`config.mk`:
```
export PLATFORM = sky130hd
export DESIGN_NAME = om_req_serializer
export DESIGN_NICKNAME = d
export VERILOG_FILES = /design/src/rtl/om_req_serializer.sv
export SDC_FILE = /design/constraint.sdc
export NUM_CORES = 1
export LEC_CHECK = 0
export BUFFER_PORTS_ARGS = -buffer_cell sky130_fd_sc_hd__buf_2
export CAP_MARGIN = 20
export CORE_ASPECT_RATIO = 1.2
export CORE_UTILIZATION = 30
export DETAILED_ROUTE_END_ITERATION = 8
export SYNTH_ARGS = -nofsm -noshare
export SYNTH_HDL_FRONTEND = slang
export SYNTH_SLANG_ARGS = --single-unit
```
`constraint.sdc`:
```
create_clock -name clk -period 11.25 [get_ports clk]
set_input_delay 2.25 -clock clk [delete_from_list [all_inputs] [get_ports clk]]
set_output_delay 2.25 -clock clk [all_outputs]
set_load 0.005 [all_outputs]
```
`src/rtl/om_req_serializer.sv`:
```
// Serializes one multi-lane OM request into single-lane fragments in ascending lane order.
// First fragment appears 1 cycle after accept; one fragment per cycle, no bubble between requests.
module om_req_serializer #(
  parameter int NUM_LANES  = 4,
  parameter int DIM_BITS   = 11,
  parameter int COLOR_BITS = 32,
  parameter int DEPTH_BITS = 24,
  parameter int UUID_BITS  = 1
) (
  input  logic                             clk,
  input  logic                             reset,
  input  logic                             in_valid,
  output logic                             in_ready,
  input  logic [UUID_BITS-1:0]             in_uuid,
  input  logic [NUM_LANES-1:0]             in_mask,
  input  logic [NUM_LANES*DIM_BITS-1:0]    in_pos_x,
  input  logic [NUM_LANES*DIM_BITS-1:0]    in_pos_y,
  input  logic [NUM_LANES*COLOR_BITS-1:0]  in_color,
  input  logic [NUM_LANES*DEPTH_BITS-1:0]  in_depth,
  input  logic [NUM_LANES-1:0]             in_face,
  output logic                             out_valid,
  input  logic                             out_ready,
  output logic [UUID_BITS-1:0]             out_uuid,
  output logic [((NUM_LANES > 1) ? $clog2(NUM_LANES) : 1)-1:0] out_lane,
  output logic [DIM_BITS-1:0]              out_pos_x,
  output logic [DIM_BITS-1:0]              out_pos_y,
  output logic [COLOR_BITS-1:0]            out_color,
  output logic [DEPTH_BITS-1:0]            out_depth,
  output logic                             out_face,
  output logic                             out_last,
  output logic                             busy
);
  localparam int LW = (NUM_LANES > 1) ? $clog2(NUM_LANES) : 1;

  typedef enum logic {IDLE, SEND} state_e;

  state_e                          state_q, state_d;
  logic [NUM_LANES-1:0]            pending_q, pending_d;
  logic [NUM_LANES-1:0]            sel_oh;
  logic [LW-1:0]                   sel;
  logic                            out_hs;
  logic                            accept;

  logic [UUID_BITS-1:0]            uuid_q;
  logic [NUM_LANES*DIM_BITS-1:0]   pos_x_q;
  logic [NUM_LANES*DIM_BITS-1:0]   pos_y_q;
  logic [NUM_LANES*COLOR_BITS-1:0] color_q;
  logic [NUM_LANES*DEPTH_BITS-1:0] depth_q;
  logic [NUM_LANES-1:0]            face_q;

  // Lowest pending lane wins; scanning downward leaves the lowest set bit last.
  always_comb begin
    sel    = '0;
    sel_oh = '0;
    for (int i = NUM_LANES - 1; i >= 0; i--) begin
      if (pending_q[i]) begin
        sel       = LW'(i);
        sel_oh    = '0;
        sel_oh[i] = 1'b1;
      end
    end
  end

  assign out_valid = (state_q == SEND);
  assign busy      = (state_q == SEND);
  assign out_last  = out_valid && (pending_q == sel_oh);
  assign out_hs    = out_valid && out_ready;
  assign in_ready  = (state_q == IDLE) || (out_hs && out_last);
  assign accept    = in_valid && in_ready;

  assign out_uuid  = uuid_q;
  assign out_lane  = sel;
  assign out_pos_x = pos_x_q[sel*DIM_BITS +: DIM_BITS];
  assign out_pos_y = pos_y_q[sel*DIM_BITS +: DIM_BITS];
  assign out_color = color_q[sel*COLOR_BITS +: COLOR_BITS];
  assign out_depth = depth_q[sel*DEPTH_BITS +: DEPTH_BITS];
  assign out_face  = face_q[sel];

  always_comb begin
    state_d   = state_q;
    pending_d = pending_q;
    if (accept) begin
      // Covers both the idle load and the reload on the final-lane handshake.
      pending_d = in_mask;
      state_d   = (in_mask != '0) ? SEND : IDLE;
    end else if (out_hs) begin
      pending_d = pending_q & ~sel_oh;
      if (out_last) state_d = IDLE;
    end
  end

  always_ff @(posedge clk or posedge reset) begin
    if (reset) begin
      state_q   <= IDLE;
      pending_q <= '0;
    end else begin
      state_q   <= state_d;
      pending_q <= pending_d;
    end
  end

  always_ff @(posedge clk) begin
    if (accept) begin
      uuid_q  <= in_uuid;
      pos_x_q <= in_pos_x;
      pos_y_q <= in_pos_y;
      color_q <= in_color;
      depth_q <= in_depth;
      face_q  <= in_face;
    end
  end

endmodule

```
======== Word-level counts from Yosys, hierarchy flattened ========
Index checks and enable logic that the tools add are counted.
word-level totals
  word-level logic and storage cells ...... 44
  memories kept ........................... 0
  RAM bits ................................ 0
  bits in read-only memories .............. 0
  input port bits ......................... 325
  latch bits .............................. 0
  flip-flop bits (word level) ............. 322
cells by class
  mux-type cells .......................... 16
  magnitude comparators ................... 1
  $mul .................................... 2
  bitwise gates (word level) .............. 3
  eq/ne operators ......................... 1
  reductions and logical operators ........ 9
  $add $sub $neg .......................... 0
  div/mod/pow operators ................... 0
  shifts and indexed selects .............. 4
operators with widths
  operator                                             number
  indexed part select 128 x 8 -> 32 bit                1
  indexed part select 96 x 8 -> 24 bit                 1
  indexed part select 44 x 7 -> 11 bit                 2
  2-to-1 mux 4 bit                                     6
  2-to-1 mux 2 bit                                     4
  multiplier 2 x 4 -> 6 bit (second input constant)    1
  2-to-1 mux 1 bit                                     5
  AND 4 bit                                            1
  == test 4 bit                                        1
  logical AND 1 bit                                    4
  multiplier 2 x 2 -> 4 bit (second input constant)    1
  NOT 4 bit                                            1
  nonzero test 2 bit                                   2
  nonzero test 4 bit                                   1
  < comparator 2 x 3 -> 1 bit (second input constant)  1
  binary-select mux 1 bit (select 2 bit)               1
  AND reduction 2 bit                                  1
  logical OR 1 bit                                     1
  NOT 1 bit                                            1

======== Logic depth before layout (Yosys ltp) ========
Gate-level depths: netlist of run 1.
  depth after elaboration ................. 11
  gate-level depth with buffers ........... 7
  gate-level depth less buffers ........... 6

======== Worst setup path after synthesis of run 1 ========
No wires, ideal clock.
  path kind ............................... input to register
  start ................................... input port out_ready
  end ..................................... register color_q[0], enable pin
  data arrival time ....................... 9.685 ns
  stages on the path ...................... 2
  library setup time ...................... 0.722 ns
  path buffers ............................ 0
  data required time ...................... 10.528 ns
  slack ................................... 0.844 ns
  cell sequence ........................... a41o_1 -> and2_1
on the way
  cells in the longest elaborated chain, start to end .. 4
RTL lines
  what                  line  RTL
  start, declared       22    input logic out_ready,
  logical AND 1 bit     67    assign out_hs = out_valid && out_ready;
  logical AND 1 bit     68    assign in_ready = (state_q == IDLE) || (out_hs && out_last);
  logical OR 1 bit      68
  logical AND 1 bit     69    assign accept = in_valid && in_ready;
  via accept            42    logic accept;
  end signal, assigned  107   color_q <= in_color;
  end, declared         47    logic [NUM_LANES*COLOR_BITS-1:0] color_q;
The timed path passes the listed nets, and every way through them passes these cells.
A chain may end at the register's enable or synchronous reset.

======== Final worst setup path of run 1 ========
  start ................................... register pending_q[2]
  end ..................................... output port out_depth[15]
on the way
  cells in the longest elaborated chain, start to end .. 5
RTL lines
  what                                  line  RTL
  start, declared                       38    logic [NUM_LANES-1:0] pending_q, pending_d;
  start signal, assigned                98    pending_q <= pending_d;
  2-to-1 mux 2 bit (3 in series)        56    if (pending_q[i]) begin
  multiplier 2 x 2 -> 4 bit             76    assign out_depth = depth_q[sel*DEPTH_BITS +: DEPTH_BITS];
  indexed part select 96 x 8 -> 24 bit  76
  end, declared                         28    output logic [DEPTH_BITS-1:0] out_depth,
No other way between the ends.

==> results of run 1 <==
## kinds of logic after synthesis
| group | count (synthesis) |
|---|---|
| simple gates | 22 |
| compound gates | 9 |
| buf+inv | 21 |
| mux | 81 |
| flops | 322 |
| fa+ha+maj | 2 |
## cells in the final DEF (no fill, tap or decap), types with 6 or more instances in the layout
master | synthesis | final
buf_2 | 0 | 410
buf_4 | 1 | 6
clkbuf_1 | 0 | 7
clkbuf_16 | 0 | 37
clkinv_1 | 0 | 6
diode_2 | 0 | 7
edfxtp_1 | 317 | 317
mux4_2 | 79 | 79
nand2_1 | 7 | 7
## worst paths after layout
| path | startpoint | end | slack [ns] | cells past startpoint |
|---|---|---|---|---|
| worst max-delay path | pending_q[2] | out_depth[15] | 5.55 | 7 |
| max in group asynchronous | reset | pending_q[2] | 9.45 | 2 |
| worst min-delay path | pending_q[1] | pending_q[1] | 0.61 | 2 |
| worst max register to register | pending_q[0] | color_q[47] | 7.30 | 7 |
| min in group asynchronous | reset | busy | 1.61 | 2 |
| worst min register to register | pending_q[1] | pending_q[1] | 0.61 | 2 |
## power by group through the flow
stage / Clock, uW / Sequential, uW / Combinational [uW]
3_5_place_dp: 0 / 1890 / 1730
6_report: 1090 / 1860 / 1690
4_1_cts: 1130 / 1870 / 1730
5_1_grt: 1160 / 1900 / 1850
3_3_place_gp: 0 / 1880 / 1710
2_1_floorplan: 0 / 2000 / 1230
## metrics by stage
| stage | util [%] | cells | hold slack [ns] |
|---|---|---|---|
| 2_1_floorplan | - | 457 | 0.564 |
| 3_3_place_gp | 37.0 | 1380 | 0.579 |
| 3_5_place_dp | 37.0 | 1380 | 0.594 |
| 4_1_cts | 39.8 | 1442 | 0.600 |
| 5_1_grt | 39.9 | 1450 | 0.625 |
| 6_report | 39.9 | 1450 | 0.607 |
## critical path, cell delays in order, from the launching register on
cell	delay, ns
dfrtp_1	0.45
nor2b_4	0.17
nor2_4	0.06
nor2_8	0.66
buf_4	0.56
buf_16	0.28
mux4_2	0.55
buf_2	0.16
## flip-flops by register name, summed over array words and instances, names as in the netlist
signal	cells
color_q	128
depth_q	96
pos_x_q	44
pos_y_q	44
face_q	4
pending_q	4
busy	1
out_uuid	1
## metal layers
metal,vias up,wire length [um],global-route usage [%]
li1,2856,-,-
met1,3115,9530,13.5
met2,301,13900,22.4
met3,66,2640,5.33
met4,16,874,6.75
met5,-,109,0
## area by class of cell
cell class                 instances  area [um2]
fill                            3578       23500
sequential                       322        9640
timing repair buffer             417        2120
multi-input combinational        114        2040
clock buffer                      44         952
tap                              526         658
clock inverter                    18         129
antenna                            7        17.5
inverter                           2        7.51
==> results.json, run 1 <==
{
  "slew_headroom_pct": 36.3,
  "drc": 0,
  "drt-total-wl_um": 27000,
  "nNetsFinal": 1220,
  "synth.mux.area_fraction_pct": 15.0,
  "rows": 79,
  "pre_cts_slack_ns": 5.76,
  "p_total_uw": 4640,
  "grt_max_degree": 77,
  "clockBufferDepth": 3,
  "intPower_uw": 3240,
  "yosysSeqAreaShare_pct": 80.7,
  "ys_types": 26,
  "netlist.area_leader.share_pct": 79.6,
  "combinationalPowerShare_pct": 36.5,
  "max_clock_freq_mhz": 175,
  "fp.dieW_um": 184,
  "ys_seq_elements": 322,
  "synth_top_family_by_area": "multiplexers",
  "fin_setup_tns_ns": 0,
  "seqPwrFrac_pct": 40.1,
  "synth_adder_area_share_pct": 0.209,
  "start_util_pct": 30.6,
  "synth_area_per_cell_um2": 26.2,
  "synthFlopType": "edfxtp_1",
  "cp-end-kind": "primary output",
  "setup_viol": 0,
  "htree_num_levels": 2,
  "synthCells": 457,
  "viasPerCell": 4.38,
  "arrival_ns": 3.45,
  "first_pass_iters": 4,
  "async_reset_ff_share_pct": 1.55,
  "wl_per_cell_um": 18.6,
  "antenna_left": 0,
  "clk-insertion-delay-late_ns": 0.53,
  "synth-edff-count": 317,
  "synth.top_cells.by_area": "edfxtp_1 80%, mux4_2 15%, buf_12 1.3%, dfrtp_1 1.0%, buf_6 0.85%",
  "synthMostInstantiatedCell": "edfxtp_1",
  "post_cts_buffers": 0,
  "ys_warn_count": 0,
  "ctsRootBufferMaster": "clkbuf_16",
  "maxCapViolations": 0,
  "skew_ns": 0.0196,
  "required_ns": 9.00,
  "dp_hpwl_um": 19400,
  "synth_area_leader_cell": "edfxtp_1",
  "hold_path_class": "reg2reg",
  "maxSlewViolCount": 0,
  "clk_pin_slew_ns": 0.06,
  "synth_common_cells": "317 x edfxtp_1, 79 x mux4_2, 9 x buf_6",
  "grt_overflow": 0,
  "gp_congestion": 0.805,
  "setup_slack_ns": 5.55,
  "switchingPower_uw": 1400,
  "cts_sinks": 322,
  "crit_type": "reg2out",
  "min_period_ns": 5.70,
  "grt_pass1_wl_um": 38700,
  "synth_compound_area_share_pct": 0.607,
  "die_y_um": 221,
  "grt_usage_pct": 13.0,
  "layout-drive-gt1-share_pct": 60.0,
  "period_share_pct": 50.7,
  "powerDensity_nw_per_um2": 298,
  "power_frac_clock_pct": 23.4,
  "cts_tree": "yes",
  "synthesis.nets": 784,
  "core_um2": 39000,
  "syn2layout_area_growth_pct": 30.2,
  "tightest_slew_ns": 0.956,
  "power_leakage_uw": 0.00576,
  "rsz0062_at_grt": "no",
  "fp.dieArea_um2": 40700,
  "status": "finished clean",
  "drtIter0Drc": 295,
  "critPathLaunchType": "register",
  "final_design_area_no_fill_um2": 15600,
  "switching_share_pct": 30.2,
  "synth_area_um2": 12000,
  "path_max_fanout": 33,
  "num_io_pins": 411,
  "io_buffers": 410,
  "cts.hold.buffers_added": 0,
  "synth_xor_area_share_pct": 0,
  "finalHoldViolations": 0,
  "first_global_vias": 6817,
  "synthSimpleGateAreaFrac_pct": 1.13,
  "antenna_found_initial": 15,
  "irDropWorstVdd_v": 0.000174,
  "vias": 6354,
  "cts_buffers": 36,
  "cts_resized": 0,
  "placed_area_um2": 14400
}
No activity file was read; power rests on OpenSTA's default activity.
==> run 2: changes to the inputs <==
==> constraint.sdc (replaced) <==
create_clock -name clk -period 4.58 [get_ports clk]
set_input_delay 0.916 -clock clk [delete_from_list [all_inputs] [get_ports clk]]
set_output_delay 0.916 -clock clk [all_outputs]
set_load 0.005 [all_outputs]
==> run 2 against run 1 <==
- clock skew shrank 0.0081 ns
- clock-buffer cell count up 4
- via count fell by 1.2%
- critical path type unchanged
- critical endpoint is now out_color[12]
- largest power group unchanged
==> results.json, run 2 (synthesized netlist as in run 1, its figures left out) <==
{
  "cts_tree": "yes",
  "wl_per_cell_um": 18.5,
  "io_buffers": 410,
  "largest_reg_flops": 128,
  "final_common_cell": "buf_2",
  "dp_hpwl_um": 19200,
  "grt_pass1_wl_um": 38800,
  "min_period_ns": 3.75,
  "worst_path_largest_cell_delay_ns": 0.64,
  "slew_headroom_pct": 49.9,
  "fin_setup_tns_ns": 0,
  "power_leakage_uw": 0.00582,
  "required_ns": 3.66,
  "grt_max_degree": 79,
  "maxSlewViolCount": 0,
  "grt_overflow": 0,
  "crit_family": "compound AO/OA/AOI/OAI gates",
  "cts.hold.buffers_added": 0,
  "cp_slowest_cell": "o21a_4",
  "cts_sinks": 322,
  "cts_buffers": 37,
  "first_global_vias": 6934,
  "cp.buffers_inverters": 2,
  "max_clock_freq_mhz": 266,
  "arrival_ns": 2.84,
  "rows": 79,
  "setup_viol": 0,
  "htree_num_levels": 2,
  "powerDensity_nw_per_um2": 741,
  "antenna_found_initial": 5,
  "path_max_fanout": 38,
  "core_um2": 39000,
  "clk-insertion-delay-late_ns": 0.54,
  "crit_type": "reg2out",
  "hold_path_class": "in2async",
  "layout-drive-gt1-share_pct": 60.0,
  "num_io_pins": 411,
  "final_util_pct": 40.2,
  "status": "finished clean",
  "post_cts_buffers": 0,
  "fp.dieW_um": 184,
  "nNetsFinal": 1224,
  "cp-end-kind": "primary output",
  "tightest_slew_ns": 0.752,
  "fp.dieArea_um2": 40700,
  "viasPerCell": 4.32,
  "drt-total-wl_um": 26800,
  "hold_slack_ns": 0.282,
  "fillers": 3524,
  "antenna_left": 0,
  "clk_pin_slew_ns": 0.06,
  "drc": 0,
  "irDropWorstVdd_v": 0.000394,
  "vias": 6278,
  "syn2layout_area_growth_pct": 31.2,
  "grt_usage_pct": 13.1,
  "skew_ns": 0.0115,
  "clockBufferDepth": 3,
  "reg_top3": "color_q: 128 flops, depth_q: 96 flops",
  "period_share_pct": 82.0,
  "drtIter0Drc": 322,
  "largest_register": "color_q",
  "critical_path.cell_chain": "nor2_1 -> o21a_4 -> buf_4 -> mux4_2 -> buf_2",
  "cts_resized": 0,
  "final_cell_mix": "410 x buf_2, 317 x edfxtp_1, 79 x mux4_2",
  "critPathLaunchType": "register",
  "gp_congestion": 0.754,
  "ctsRootBufferMaster": "clkbuf_16",
  "maxCapViolations": 0,
  "finalHoldViolations": 0,
  "die_y_um": 221,
  "first_pass_iters": 4,
  "start_util_pct": 30.6,
  "rsz0062_at_grt": "no"
}
## run 2: cell count changes in the layout (fill, tap and decap cells not counted), sizes merged, moves of 3 or more
cell	before	now
diode	7	4
clkbuf	44	48
buf	417	420
clkinvlp	4	1
## run 2: cell type report
cell class	instances	area [um2]	share of cell area [%]
flip-flops and latches	322	9640	61.5
repair buffers	420	2200	14.0
multi-input cells	114	2040	13.0
clock buffers	48	967	6.16
well taps	526	658	4.19
clock inverters	16	158	1.00
diodes	4	10.0	0.0638
inverters	2	7.51	0.0479
## run 2: metal layers
| layer | track usage (%) | vias to the layer above | routed length [um] |
|---|---|---|---|
| met5 | 0 | - | 13 |
| met1 | 13.6 | 3083 | 9570 |
| met3 | 5.79 | 46 | 2680 |
| met4 | 5.17 | 2 | 675 |
| li1 | - | 2859 | - |
| met2 | 23.0 | 288 | 13900 |
## run 2: final timing paths
path / start / endpoint / slack (ns) / cells past startpoint
min in group clk: in_color[99] / color_q[99] / 0.54 / 1
max reg2reg: pending_q[0] / depth_q[28] / 1.70 / 6
max: pending_q[0] / out_color[12] / 0.83 / 5
max in group asynchronous: reset / pending_q[2] / 4.12 / 2
min reg2reg: pending_q[1] / pending_q[1] / 0.63 / 2
min: reset / busy / 0.28 / 2
## run 2: power by group
group	total, uW	leakage [uW]	internal (uW)	switching, uW
Clock	2750	0.000546	1610	1140
Sequential	4550	0.00297	4330	219
Combinational	4320	0.00230	2150	2170
Total	11600	0.00582	8090	3530
## run 2: stage by stage
stage          setup WS, ns  cells  instance area [um2]  power (uW)
4_1_cts               0.709   1448                15700       11900
2_1_floorplan         0.642    457                12000        7620
5_1_grt               0.605   1452                15700       12300
6_report              0.826   1452                15700       11600
3_5_place_dp           1.31   1384                14600        9090
3_3_place_gp           1.34   1384                14600        9040
